[src/rtl/pipe_ctrl_fsm.sv]
// Pipeline hazard controller: per-stage stall/bubble controls with a dmem wait/timeout,
// exception drain/halt FSM and an optional stall-cycle counter (PIPE_PERF_CNT_EN).
module pipe_ctrl_fsm #(
   parameter int REG_W       = 4,
   parameter int CNT_W       = 32,
   parameter int MEM_TIMEOUT = 16
) (
   input  logic             clk,
   input  logic             rst_n,
   input  logic [3:0]       D_icode,
   input  logic [REG_W-1:0] d_srcA,
   input  logic [REG_W-1:0] d_srcB,
   input  logic [3:0]       E_icode,
   input  logic [REG_W-1:0] E_dstM,
   input  logic             e_Cnd,
   input  logic [3:0]       M_icode,
   input  logic [2:0]       m_stat,
   input  logic [2:0]       W_stat,
   input  logic             dmem_req,
   input  logic             dmem_ready,
   output logic             F_stall,
   output logic             D_stall,
   output logic             D_bubble,
   output logic             E_stall,
   output logic             E_bubble,
   output logic             M_stall,
   output logic             M_bubble,
   output logic             W_stall,
   output logic             set_CC,
   output logic [1:0]       ctrl_state,
   output logic [CNT_W-1:0] stall_cycles
);

   localparam logic [REG_W-1:0] RNONE = '1;
   localparam logic [3:0] I_MRMOVQ = 4'd5, I_POPQ = 4'd11, I_RET = 4'd9,
                          I_JXX = 4'd7, I_OPQ = 4'd6;
   localparam int WC_W = $clog2(MEM_TIMEOUT + 1);
   localparam logic [WC_W-1:0] TMO = WC_W'(MEM_TIMEOUT);

   typedef enum logic [1:0] {RUN = 2'd0, MEMWAIT = 2'd1, DRAIN = 2'd2, HALT = 2'd3} state_t;

   state_t          state, state_nxt;
   logic [WC_W-1:0] wait_cnt, wait_nxt;

   function automatic logic bad(input logic [2:0] s);
      return (s == 3'd2) || (s == 3'd3) || (s == 3'd4);
   endfunction

   logic lu, ret, mp, mw_raw, m_bad, w_bad, exc, mw, timeout;

   assign lu     = ((E_icode == I_MRMOVQ) || (E_icode == I_POPQ)) && (E_dstM != RNONE) &&
                   ((E_dstM == d_srcA) || (E_dstM == d_srcB));
   assign ret    = (D_icode == I_RET) || (E_icode == I_RET) || (M_icode == I_RET);
   assign mp     = (E_icode == I_JXX) && !e_Cnd;
   assign mw_raw = dmem_req && !dmem_ready;
   assign m_bad  = bad(m_stat);
   assign w_bad  = bad(W_stat);
   assign exc    = m_bad || w_bad;

   always_ff @(posedge clk or negedge rst_n) begin
      if (!rst_n) begin
         state    <= RUN;
         wait_cnt <= '0;
      end else begin
         state    <= state_nxt;
         wait_cnt <= wait_nxt;
      end
   end

   always_comb begin
      state_nxt = state;
      wait_nxt  = wait_cnt;
      mw        = 1'b0;
      timeout   = 1'b0;
      F_stall   = 1'b0;
      D_stall   = 1'b0;
      D_bubble  = 1'b0;
      E_stall   = 1'b0;
      E_bubble  = 1'b0;
      M_stall   = 1'b0;
      M_bubble  = 1'b0;
      W_stall   = 1'b0;
      set_CC    = 1'b0;

      case (state)
         RUN: begin
            // a faulting M stage takes precedence over a pending memory wait
            mw = mw_raw && !m_bad;
            if (m_bad) begin
               state_nxt = DRAIN;
            end else if (mw_raw && !exc) begin
               state_nxt = MEMWAIT;
               wait_nxt  = WC_W'(1);
            end
         end
         MEMWAIT: begin
            // the access is outstanding whether or not dmem_req is still asserted
            mw = !dmem_ready;
            if (dmem_ready) begin
               state_nxt = RUN;
               wait_nxt  = '0;
            end else if (wait_cnt == TMO) begin
               timeout   = 1'b1;
               state_nxt = DRAIN;
               wait_nxt  = '0;
            end else begin
               wait_nxt = wait_cnt + 1'b1;
            end
         end
         DRAIN: begin
            if (w_bad) state_nxt = HALT;
         end
         default: ;
      endcase

      if (state == HALT) begin
         F_stall = 1'b1;
         D_stall = 1'b1;
         E_stall = 1'b1;
         M_stall = 1'b1;
         W_stall = 1'b1;
      end else begin
         F_stall  = lu || ret || mw;
         D_stall  = lu || mw;
         D_bubble = !mw && (mp || (!lu && ret));
         E_stall  = mw;
         E_bubble = !mw && (mp || lu);
         M_stall  = mw;
         M_bubble = exc || timeout || (state == DRAIN);
         W_stall  = w_bad;
         set_CC   = (E_icode == I_OPQ) && !exc && !mw && (state != DRAIN);
      end

      if (!rst_n) begin
         F_stall  = 1'b0;
         D_stall  = 1'b0;
         D_bubble = 1'b1;
         E_stall  = 1'b0;
         E_bubble = 1'b1;
         M_stall  = 1'b0;
         M_bubble = 1'b1;
         W_stall  = 1'b0;
         set_CC   = 1'b0;
      end
   end

   assign ctrl_state = state;

`ifdef PIPE_PERF_CNT_EN
   logic [CNT_W-1:0] stall_q;

   always_ff @(posedge clk or negedge rst_n) begin
      if (!rst_n)                           stall_q <= '0;
      else if (F_stall && (stall_q != '1))  stall_q <= stall_q + 1'b1;
   end

   assign stall_cycles = stall_q;
`else
   assign stall_cycles = '0;
`endif

endmodule
[config.mk]
export PLATFORM = sky130hd
export DESIGN_NAME = pipe_ctrl_fsm
export DESIGN_NICKNAME = d
export VERILOG_FILES = /design/src/rtl/pipe_ctrl_fsm.sv
export SDC_FILE = /design/constraint.sdc
export NUM_CORES = 1
export LEC_CHECK = 0
export BUFFER_PORTS_ARGS = -buffer_cell sky130_fd_sc_hd__buf_2
export CAP_MARGIN = 20
export CELL_PAD_IN_SITES_DETAIL_PLACEMENT = 2
export CELL_PAD_IN_SITES_GLOBAL_PLACEMENT = 2
export CORE_MARGIN = 1.5
export CORE_UTILIZATION = 19
export DETAILED_ROUTE_END_ITERATION = 8
export PLACE_DENSITY = 0.78
export SYNTH_ARGS = -nofsm -noshare
export SYNTH_HDL_FRONTEND = slang
export SYNTH_SLANG_ARGS = --single-unit
[constraint.sdc]
create_clock -name clk -period 1.8 [get_ports clk]
set_clock_uncertainty 0.1 [all_clocks]
set_input_delay 0.36 -clock clk [delete_from_list [all_inputs] [get_ports clk]]
set_output_delay 0.36 -clock clk [all_outputs]
set_load 0.05 [all_outputs]
==> metrics.md, run 1 <==
| Metric | Value |
|---|---|
| # port buffers | 45 |
| CTS Buffer Depth | 2 |
| WS Path Type | register to primary output |
| CTS sink cnt | 7 |
| Critical path peak fanout | 4 |
| Routed WL per cell | 13.3 um |
| Crit path required time | about 1.3 ns |
| CP Capture Type | primary output |
| Top cell type's share of synthesized area | between 20% and 30% |
| Top post-synthesis cells by area | buf_4 (23%), dfrtp_1 (16%), ha_1 (6.9%) |
| Number of synthesized flops with an enable pin | 0 |
| Post-synth top flop | dfrtp_1 |
| Synth warn | 0 |
| Fmax | 436 MHz |
| HPWL after DPL | 3070 um |
| CTS tree | done |
| Reg2reg start | ctrl_state[1]$_DFFE_PN0P_ |
| Lkg Pwr | 0.000880 uW |
| Clock transition at path regs | ~0.040 ns |
| Setup Slack @ Placement | -0.577 ns |
| Initial DRC count | 15 |
| Die height | between 70 and 80 um |
| Max Cap Viol | 0 |
| RePlAce Congestion | 0.764 |
| Area grow syn2layout | 69.5% |
| Initial core utilization | 19.7% |
| Largest net degree at the start of global routing | 9 |
| Final setup viols | 12 |
| I/O pin count | 78 |
| Final setup margin | -0.492 ns |
| Die span in x | 78.5 um |
| DIE AREA | 6160 um^2 |
| Worst Hold Margin | between 0.04 and 0.05 ns |
| CP startpoint | ctrl_state[1]$_DFFE_PN0P_ |
| Asr flop ratio synth | 100% |
| Min cycle time layout | 2.29 ns |
| Via Count | 1189 |
| Total gr overflow | 0 |
| Crit path launch type | register |
| Htree depth | 1 |
| Vias/cell | roughly 4.2 |
| Vias in the first global route | roughly 1200 |
| Final core area utilization | 33.3% |
| Root buffer cell | clkbuf_8 |
| Seq/Total Area, Yosys | 16.2% |
| Final WL | 3800 um |
| Yosys reg bits | 7 |
| Failing checks | negative setup slack |
| Min-Delay Path Class | primary input to async pin |
| Period utilization | 127% |
| Mapped Cells | 130 |
| Share of layout cells above drive strength 1 | 55.9% |
| Post-synth cell types | 40 |
| Final Hold Fails | 0 |
| Floorplan core area | 5510 um^2 |
| Worst IR Drop VDD | 0.961 mV |
| Syn Area/Cell | 8.33 um^2 |
| First-pass GRT wire length | 5950 um |
| Skew-Pair Late Insertion Delay | 0.23 ns |
| Drt first pass iters | 2 |
| Status | complete, but fails checks |
| Setup TNS | -3.78 ns |
| Post-DRT Antenna Nets | 0 |
| Num rows | 27 |
| Layout Nets | 255 |
| RSZ-0062 raised after global routing | yes |
| GRT Overall Usage | 12.3% |
| Drc violations | 0 |
| Antenna cell count | 0 |
| Worst Path Arrival | roughly 1.8 ns |
| CTS buffer count | 3 |
| Mapped cell area | 1080 um^2 |
| Pwr/cell area | 1330 nW/um^2 |
| Fin. max-slew vios | 0 |
| Leading area contributor after synthesis | buf_4 |
| Initial antenna violation count | 0 |
final timing paths:
kind | endpoint | slack, ns | cells past startpoint
setup / recovery | F_stall | -0.49 | 8
hold reg to reg | wait_cnt[0]$_DFFE_PN0P_ | 0.44 | 2
min in group clk | wait_cnt[0]$_DFFE_PN0P_ | 0.44 | 2
hold / removal | wait_cnt[0]$_DFFE_PN0P_ | 0.04 | 2
max in group asynchronous | ctrl_state[1]$_DFFE_PN0P_ | 1.41 | 2
setup reg to reg | ctrl_state[1]$_DFFE_PN0P_ | -0.15 | 8
registers in the layout, indices dropped and copies added (netlist names):
signal      flops
wait_cnt        5
ctrl_state      2
critical path, stage by stage (launching register included):
cell and delay (ns):
dfrtp_2 0.41, inv_4 0.06, ha_4 0.16, nor2b_4 0.12, a311o_1 0.32, buf_4 0.16, nor2b_4 0.14, a21boi_4 0.06
buf_6 0.16
placed cells by master, fill, tap and decap left out, types with 3 or more instances in the layout:
master	count
ha_1	3
xor2_1	8
nor4bb_1	3
nand2_1	7
clkbuf_8	3
buf_4	33
buf_6	10
nor2_1	5
inv_1	3
o31ai_1	3
dfrtp_1	5
nor2b_4	3
buf_2	36
nand3_1	5
conb_1	32
cells by family (layout without fill, tap and decap cells):
logic type	after synthesis	count (layout)	share of synthesized area, %
compound gates	20	20	14.6
xor+xnor	8	8	6.47
fa+ha+maj	6	6	6.94
buf+inv	39	91	25.0
flops	7	7	16.2
mux	3	3	4.39
other cells	1	32	0.346
simple gates	46	46	26.1
what timing repair did:
action / CTS / global route
gates resized for setup: 28 / 9
pin swaps: 5 / 6
hold buffers: 0 / 0
setup endpoints to repair: 12 / 13
setup buffers: 6 / 1
stage by stage:
step | total power, uW | area (um^2) | instances
4_1_cts | 2390 | 1800 | 285
2_1_floorplan | 1410 | 1310 | 161
3_3_place_gp | 1860 | 1610 | 275
5_1_grt | 2610 | 1830 | 285
3_5_place_dp | 1910 | 1610 | 275
6_report | 2450 | 1830 | 285
layout make-up:
type / instances / area [um^2]
fillers: 650 / 3670
multi-input cells: 115 / 921
repair buffers: 81 / 576
flip-flops and latches: 7 / 178
well taps: 72 / 90.1
clock buffers: 4 / 45.0
inverters: 6 / 25.0
synth_stat cells (2+ instances only):
cell and count:
a21oi_1 2, a31oi_1 3, buf_4 33, dfrtp_1 7
ha_1 6, inv_1 6, nand2_1 8, nand2b_1 2
nand3_1 6, nand3b_1 2, nor2_1 5, nor2_2 2
nor2b_1 5, nor3_1 2, nor4_1 3, nor4bb_1 3
o21ai_0 2, o21ai_1 2, o31ai_1 3, xor2_1 8
where the power goes:
group / switching (uW) / internal (uW) / leakage [uW] / total, uW
registers: 56.8 / 215 / 0.0000872 / 272
clock network: 75.8 / 154 / 0.0000228 / 230
logic: 1070 / 879 / 0.000770 / 1950
total: 1200 / 1250 / 0.000880 / 2450
metal layers:
metal | share of wire (%) | global-route usage (%)
met2 | 55 | 26.7
met5 | 0 | 0
met3 | 7.2 | 1.98
met4 | 0.58 | 2.68
met1 | 37 | 11.8
No activity file was read; power rests on OpenSTA's default activity.
==> inputs of run 2 (changes only) <==
--- a/config.mk
+++ b/config.mk
@@ -6,13 +6,13 @@
 export NUM_CORES = 1
 export LEC_CHECK = 0
 export BUFFER_PORTS_ARGS = -buffer_cell sky130_fd_sc_hd__buf_2
-export CAP_MARGIN = 20
+export CAP_MARGIN = 10
 export CELL_PAD_IN_SITES_DETAIL_PLACEMENT = 2
 export CELL_PAD_IN_SITES_GLOBAL_PLACEMENT = 2
 export CORE_MARGIN = 1.5
 export CORE_UTILIZATION = 19
 export DETAILED_ROUTE_END_ITERATION = 8
-export PLACE_DENSITY = 0.78
+export PLACE_DENSITY_LB_ADDON = 0.1
 export SYNTH_ARGS = -nofsm -noshare
 export SYNTH_HDL_FRONTEND = slang
 export SYNTH_SLANG_ARGS = --single-unit
==> run 2 against run 1 <==
  * Global-route usage grew 0.48 points
  * Register-to-register slack got worse by 0.05 ns
  * Sequential share of layout area down 0.33 points
  * Design area increased by 3.5%
  * Die area is the same
  * Cell count grew 1.4%
  * Highest routed layer unchanged
  * Wire length grew 4.4%
  * Non-clock buffer count up 4
  * Worst setup slack improved by 0.025 ns
  * The flow still finishes with violations (negative setup slack)
==> metrics.md, run 2 (synthesis results as in run 1) <==
| Metric | Value |
|---|---|
| Post-DRT Antenna Nets | 0 (unchanged) |
| Layout Nets | 259 (+1.6%) |
| CTS sink cnt | 7 (unchanged) |
| Routed WL per cell | 13.7 um (+2.9%) |
| Top reg by flops | wait_cnt |
| CTS tree | done |
| Final setup viols | 12 (unchanged) |
| First-pass GRT wire length | 6130 um (+2.9%) |
| I/O pin count | 78 (unchanged) |
| Drc violations | 0 (unchanged) |
| Max reg flops | 5 (unchanged) |
| Drt first pass iters | 2 (unchanged) |
| Crit path launch type | register |
| Critical path peak fanout | 4 (unchanged) |
| Clock transition at path regs | 0.04 ns (about the same) |
| Fin. max-slew vios | 0 (unchanged) |
| WS Path Type | register to primary output |
| Worst IR Drop VDD | 0.413 mV (-57%) |
| Vias/cell | 4.07 (-2.4%) |
| Commonest non-fill, non-tap cells in the layout | buf_2 (36), conb_1 (32), buf_4 (31) |
| Final WL | 3960 um (+4.4%) |
| Num rows | 27 (unchanged) |
| Critical Path Max Stage Delay | 0.41 ns (about the same) |
| Pwr Total | 2580 uW (+5.6%) |
| Min-Delay Path Class | primary input to async pin |
| DIE AREA | 6160 um^2 (unchanged) |
| Clk pwr share | 8.6% (-0.8 points) |
| RSZ-0062 raised after global routing | yes |
| Lkg Pwr | 0.000905 uW (+2.8%) |
| Fillers | 667 (+2.6%) |
| Vias in the first global route | 1324 (+6.1%) |
| Total gr overflow | 0 (unchanged) |
| Worst Path Arrival | 1.81 ns (-0.02 ns) |
| Status | complete, but fails checks |
| CP max stage cell | dfrtp_2 |
| Min cycle time layout | 2.27 ns (-0.0249 ns) |
| # port buffers | 45 (unchanged) |
| Crit path required time | 1.34 ns (about the same) |
| Failing checks | negative setup slack |
| Htree depth | 1 (unchanged) |
| RePlAce Congestion | 0.776 (+1.5%) |
| Die height | 78.5 um (unchanged) |
| Logic pwr share | 80.8% (+1.3 points) |
| Via Count | 1177 (-1.0%) |
| Internal Pwr Total | 1330 uW (+6.9%) |
| Root buffer cell | clkbuf_8 |
| Initial antenna violation count | 0 (unchanged) |
| Final Hold Fails | 0 (unchanged) |
| CTS Buffer Depth | 2 (unchanged) |
| Final Non-Filler Cells | 289 (+1.4%) |
| Die span in x | 78.5 um (unchanged) |
| Area grow syn2layout | 75.5% |
| Seq pwr share | 10.6% (-0.5 points) |
| GRT Overall Usage | 12.8% (+0.48 points) |
| Reg2reg start | ctrl_state[1]$_DFFE_PN0P_ |
| Most common cell after layout, fill and taps aside | buf_2 |
| Period utilization | 126% (-1.4 points) |
| Floorplan core area | 5510 um^2 (unchanged) |
| Switch Pwr | 1250 uW (+4.4%) |
| Max Cap Viol | 0 (unchanged) |
| CP Capture Type | primary output |
| Fmax | 441 MHz (+1.1%) |
| Worst path cell trace | inv_4 > ha_4 > nor2b_4 > a311o_1 > and2_4 > a31oi_4 > buf_6 |
| CTS buffer count | 3 (unchanged) |
| Largest net degree at the start of global routing | 9 (unchanged) |
| Placed insts | 274 (-0.36%) |
| Sw Ratio | 48.4% (-0.59 points) |
| Initial core utilization | 19.7% (unchanged) |
| HPWL after DPL | 3260 um (+6.4%) |
| Initial DRC count | 24 (+9) |
| Final setup margin | -0.467 ns (+0.0249 ns) |
| Skew-Pair Late Insertion Delay | 0.23 ns (about the same) |
| CP startpoint | ctrl_state[1]$_DFFE_PN0P_ |
| Antenna cell count | 0 (unchanged) |
| Pwr/cell area | 1360 nW/um^2 (+2.0%) |
| Share of layout cells above drive strength 1 | 57.6% (+1.7 points) |
## run 2: final cells by class
type                    count  area, um^2  share of cell area, %
well taps                  72        90.1                   4.74
clock buffers               4        45.0                   2.37
repair buffers             85         623                   32.8
inverters                   6        25.0                   1.32
multi-input cells         115         938                   49.4
flip-flops and latches      7         178                   9.35
## run 2: power groups by stage
stage | Combinational [uW] | Sequential (uW) | Clock, uW
2_1_floorplan | 1060 | 358 | 0
3_3_place_gp | 1610 | 268 | 0
3_5_place_dp | 1640 | 271 | 0
4_1_cts | 1910 | 272 | 232
5_1_grt | 2230 | 283 | 236
6_report | 2090 | 273 | 222
## run 2: per-stage QoR
step	instance area (um^2)	setup slack (ns)	TNS (ns)	util [%]	hold WS [ns]
finish	1900	-0.467	-3.81	34.5	0.0324
global route	1900	-0.514	-4.56	34.5	0.0447
CTS	1810	-0.481	-3.77	32.9	0.0354
floorplan	1310	-0.517	-3.05	-	-0.0356
detailed placement	1600	-0.491	-3.58	29.0	0.0833
global placement	1600	-0.425	-3.13	29.0	0.0855
## run 2: critical path: cells and delay by family, from the launching register on
family | cells | cell delay [ns]
simple gates | 2 | 0.30
flops | 1 | 0.41
fa+ha+maj | 1 | 0.16
compound gates | 2 | 0.46
buf+inv | 2 | 0.24
## run 2: worst paths after layout
path	endpoint	slack [ns]	cells after the start
max	E_bubble	-0.47	7
max reg2reg	ctrl_state[0]$_DFFE_PN0P_	-0.20	10
min reg2reg	wait_cnt[4]$_DFFE_PN0P_	0.48	2
min in group clk	wait_cnt[4]$_DFFE_PN0P_	0.48	2
min	wait_cnt[2]$_DFFE_PN0P_	0.03	2
max in group asynchronous	wait_cnt[0]$_DFFE_PN0P_	1.03	2
## run 2: repair_timing
item / 4_1_cts / 5_1_grt
gates resized for setup: 31 / 16
setup buffers: 6 / 8
endpoints found under the setup margin: 12 / 13
pin swaps: 9 / 5
hold buffers: 1 / 0
hold endpoints to repair: 1 / 0
## run 2: routing by layer
| metal | GRT usage (%) | vias to the layer above | wire, um |
|---|---|---|---|
| li1 | - | 566 | - |
| met1 | 12.6 | 567 | 1440 |
| met5 | 0 | - | 0 |
| met4 | 4.29 | 0 | 47 |
| met2 | 26.7 | 39 | 2300 |
| met3 | 1.86 | 5 | 171 |
==> inputs of run 3 (changes only) <==
--- a/config.mk
+++ b/config.mk
@@ -11,6 +11,7 @@
 export CELL_PAD_IN_SITES_GLOBAL_PLACEMENT = 2
 export CORE_MARGIN = 1.5
 export CORE_UTILIZATION = 19
+export CTS_BUF_LIST = sky130_fd_sc_hd__clkbuf_8
 export DETAILED_ROUTE_END_ITERATION = 8
 export PLACE_DENSITY_LB_ADDON = 0.1
 export SYNTH_ARGS = -nofsm -noshare
==> run 3 against run 2 <==
  * The run still ends with negative setup slack left
  * Design area stayed put
  * Core utilization is the same
  * Combinational power barely moved
  * Wire length unchanged
  * Critical path depth stayed put
  * Count of clock-buffer cells in the layout decreased by 1
  * Worst setup slack about the same
  * Non-clock buffer count stayed put
  * First-iteration DRC count is the same
  * Worst hold slack about the same
  * Clock power shrank 2%
  * Fmax about the same
  * Critical path type unchanged
  * Critical endpoint unchanged
  * Largest power group unchanged
  * Highest routed layer unchanged
==> metrics.md, run 3 (synthesis results as in run 1) <==
| Metric | Value |
|---|---|
| Status | complete, but fails checks |
| Failing checks | negative setup slack |
| Sw Ratio | 48.5% (+0.12 points) |
| Initial antenna violation count | 0 (unchanged) |
| First-pass GRT wire length | 6130 um (unchanged) |
| Die span in x | 78.5 um (unchanged) |
| CTS Buffer Depth | 2 (unchanged) |
| Vias in the first global route | 1324 (unchanged) |
| Min cycle time layout | 2.27 ns (-0.0000160 ns) |
| Antenna cell count | 0 (unchanged) |
| Internal Pwr Total | 1330 uW (-0.44%) |
| Vias/cell | 4.07 (unchanged) |
| HPWL after DPL | 3260 um (unchanged) |
| Final WL | 3960 um (unchanged) |
| R2R cell count | 10 (unchanged) |
| Switch Pwr | 1250 uW (about the same) |
| Drt first pass iters | 2 (unchanged) |
| Commonest non-fill, non-tap cells in the layout | buf_2 (36), conb_1 (32), buf_4 (31) |
| # port buffers | 45 (unchanged) |
| Most common cell after layout, fill and taps aside | buf_2 |
| Worst IR Drop VDD | 0.413 mV (about the same) |
| CTS buffer count | 3 (unchanged) |
| CP Capture Type | primary output |
| Root buffer cell | clkbuf_8 |
| Worst Hold Margin | 0.0321 ns (-0.000383 ns) |
| Post-DRT Antenna Nets | 0 (unchanged) |
| Share of layout cells above drive strength 1 | 57.6% (unchanged) |
| DIE AREA | 6160 um^2 (unchanged) |
| Top reg by flops | wait_cnt |
| Worst Path Arrival | 1.81 ns (about the same) |
| Layout Nets | 259 (unchanged) |
| Reg2Reg Capture Point | ctrl_state[0]$_DFFE_PN0P_ |
| Min-Delay Path Class | primary input to async pin |
| Initial DRC count | 24 (unchanged) |
| Period utilization | 126% (about the same) |
| GRT Overall Usage | 12.8% (unchanged) |
| Area grow syn2layout | 75.5% (unchanged) |
| Initial core utilization | 19.7% (unchanged) |
| RSZ-0062 raised after global routing | yes |
| Max Cap Viol | 0 (unchanged) |
| Seq pwr share | 10.6% (about the same) |
| WS Path Type | register to primary output |
| Final setup viols | 12 (unchanged) |
| Skew-Pair Late Insertion Delay | 0.23 ns (about the same) |
| Post-route cell area | 1900 um^2 (unchanged) |
| Clock transition at path regs | 0.04 ns (about the same) |
| Htree depth | 1 (unchanged) |
| Floorplan core area | 5510 um^2 (unchanged) |
| Num rows | 27 (unchanged) |
| Max reg flops | 5 (unchanged) |
| Pwr/cell area | 1360 nW/um^2 (-0.22%) |
| Fmax | 441 MHz (about the same) |
| Critical path peak fanout | 4 (unchanged) |
| Total gr overflow | 0 (unchanged) |
| CTS sink cnt | 7 (unchanged) |
| Fin. max-slew vios | 0 (unchanged) |
| Drc violations | 0 (unchanged) |
| I/O pin count | 78 (unchanged) |
| Lkg Pwr | 0.000909 uW (+0.46%) |
| Final setup margin | -0.467 ns (+0.0000160 ns) |
| R2R setup slack | -0.20 ns (about the same) |
| Largest net degree at the start of global routing | 9 (unchanged) |
| Logic pwr share | 81.0% (+0.2 points) |
| CTS tree | done |
| Final Hold Fails | 0 (unchanged) |
| Die height | 78.5 um (unchanged) |
| RePlAce Congestion | 0.776 (unchanged) |
| Via Count | 1177 (unchanged) |
| Crit path launch type | register |
| Routed WL per cell | 13.7 um (unchanged) |
| Clk pwr share | 8.4% (-0.2 points) |
| Area of placed instances | 1600 um^2 (unchanged) |
| Reg2reg start | ctrl_state[1]$_DFFE_PN0P_ |
| Crit path required time | 1.34 ns (about the same) |
run 3: worst max path at each step:
stage	start	depth (start not counted)	slack [ns]	endpoint
final	ctrl_state[1]$_DFFE_PN0P_	7	-0.47	E_bubble
after global placement	E_dstM[3]	7	-0.42	F_stall
after floorplan	ctrl_state[1]$_DFFE_PN0P_	6	-0.52	D_bubble
after global routing	ctrl_state[1]$_DFFE_PN0P_	7	-0.51	D_bubble
after detailed placement	E_dstM[3]	7	-0.49	F_stall
after CTS	ctrl_state[1]$_DFFE_PN0P_	7	-0.48	set_CC
run 3: critical path, cell delays in order (launching register included):
cell and delay, ns:
dfrtp_2 0.41, inv_4 0.06, ha_4 0.16, nor2b_4 0.12, a311o_1 0.32, and2_4 0.18, a31oi_4 0.14, buf_6 0.18
run 3: cell type report:
class,count,area [um^2]
clock buffer,3,41.3
multi-input combinational,115,938
tap,72,90.1
sequential,7,178
fill,667,3610
clock inverter,1,3.75
timing repair buffer,85,623
inverter,6,25.0
run 3: per-layer routing:
metal,up-vias,global-route usage [%],routed length (um)
met5,-,0,0
met4,0,4.29,47
met3,5,1.86,171
met2,39,26.7,2300
met1,567,12.6,1440
li1,566,-,-
run 3: stage by stage:
stage	power [uW]	setup WS, ns	setup TNS, ns	std cells	util [%]
floorplan	1410	-0.517	-3.05	161	-
global placement	1870	-0.425	-3.13	274	29.0
detailed placement	1910	-0.491	-3.58	274	29.0
CTS	2410	-0.481	-3.77	284	32.9
finish	2580	-0.467	-3.81	289	34.5
global route	2740	-0.514	-4.56	289	34.5
run 3: power by group through the flow:
stage	registers, uW	logic [uW]	clock network, uW
4_1_cts	272	1910	227
3_3_place_gp	268	1610	0
5_1_grt	283	2230	231
6_report	273	2090	217
2_1_floorplan	358	1060	0
3_5_place_dp	271	1640	0
run 3: timing repair:
| item | in CTS | in global routing |
|---|---|---|
| gates resized for setup | 31 | 16 |
| hold buffers | 1 | 0 |
| pin swaps | 9 | 5 |
| buffers inserted | 6 | 8 |
| hold endpoints to repair | 1 | 0 |
| setup endpoints to repair | 12 | 13 |
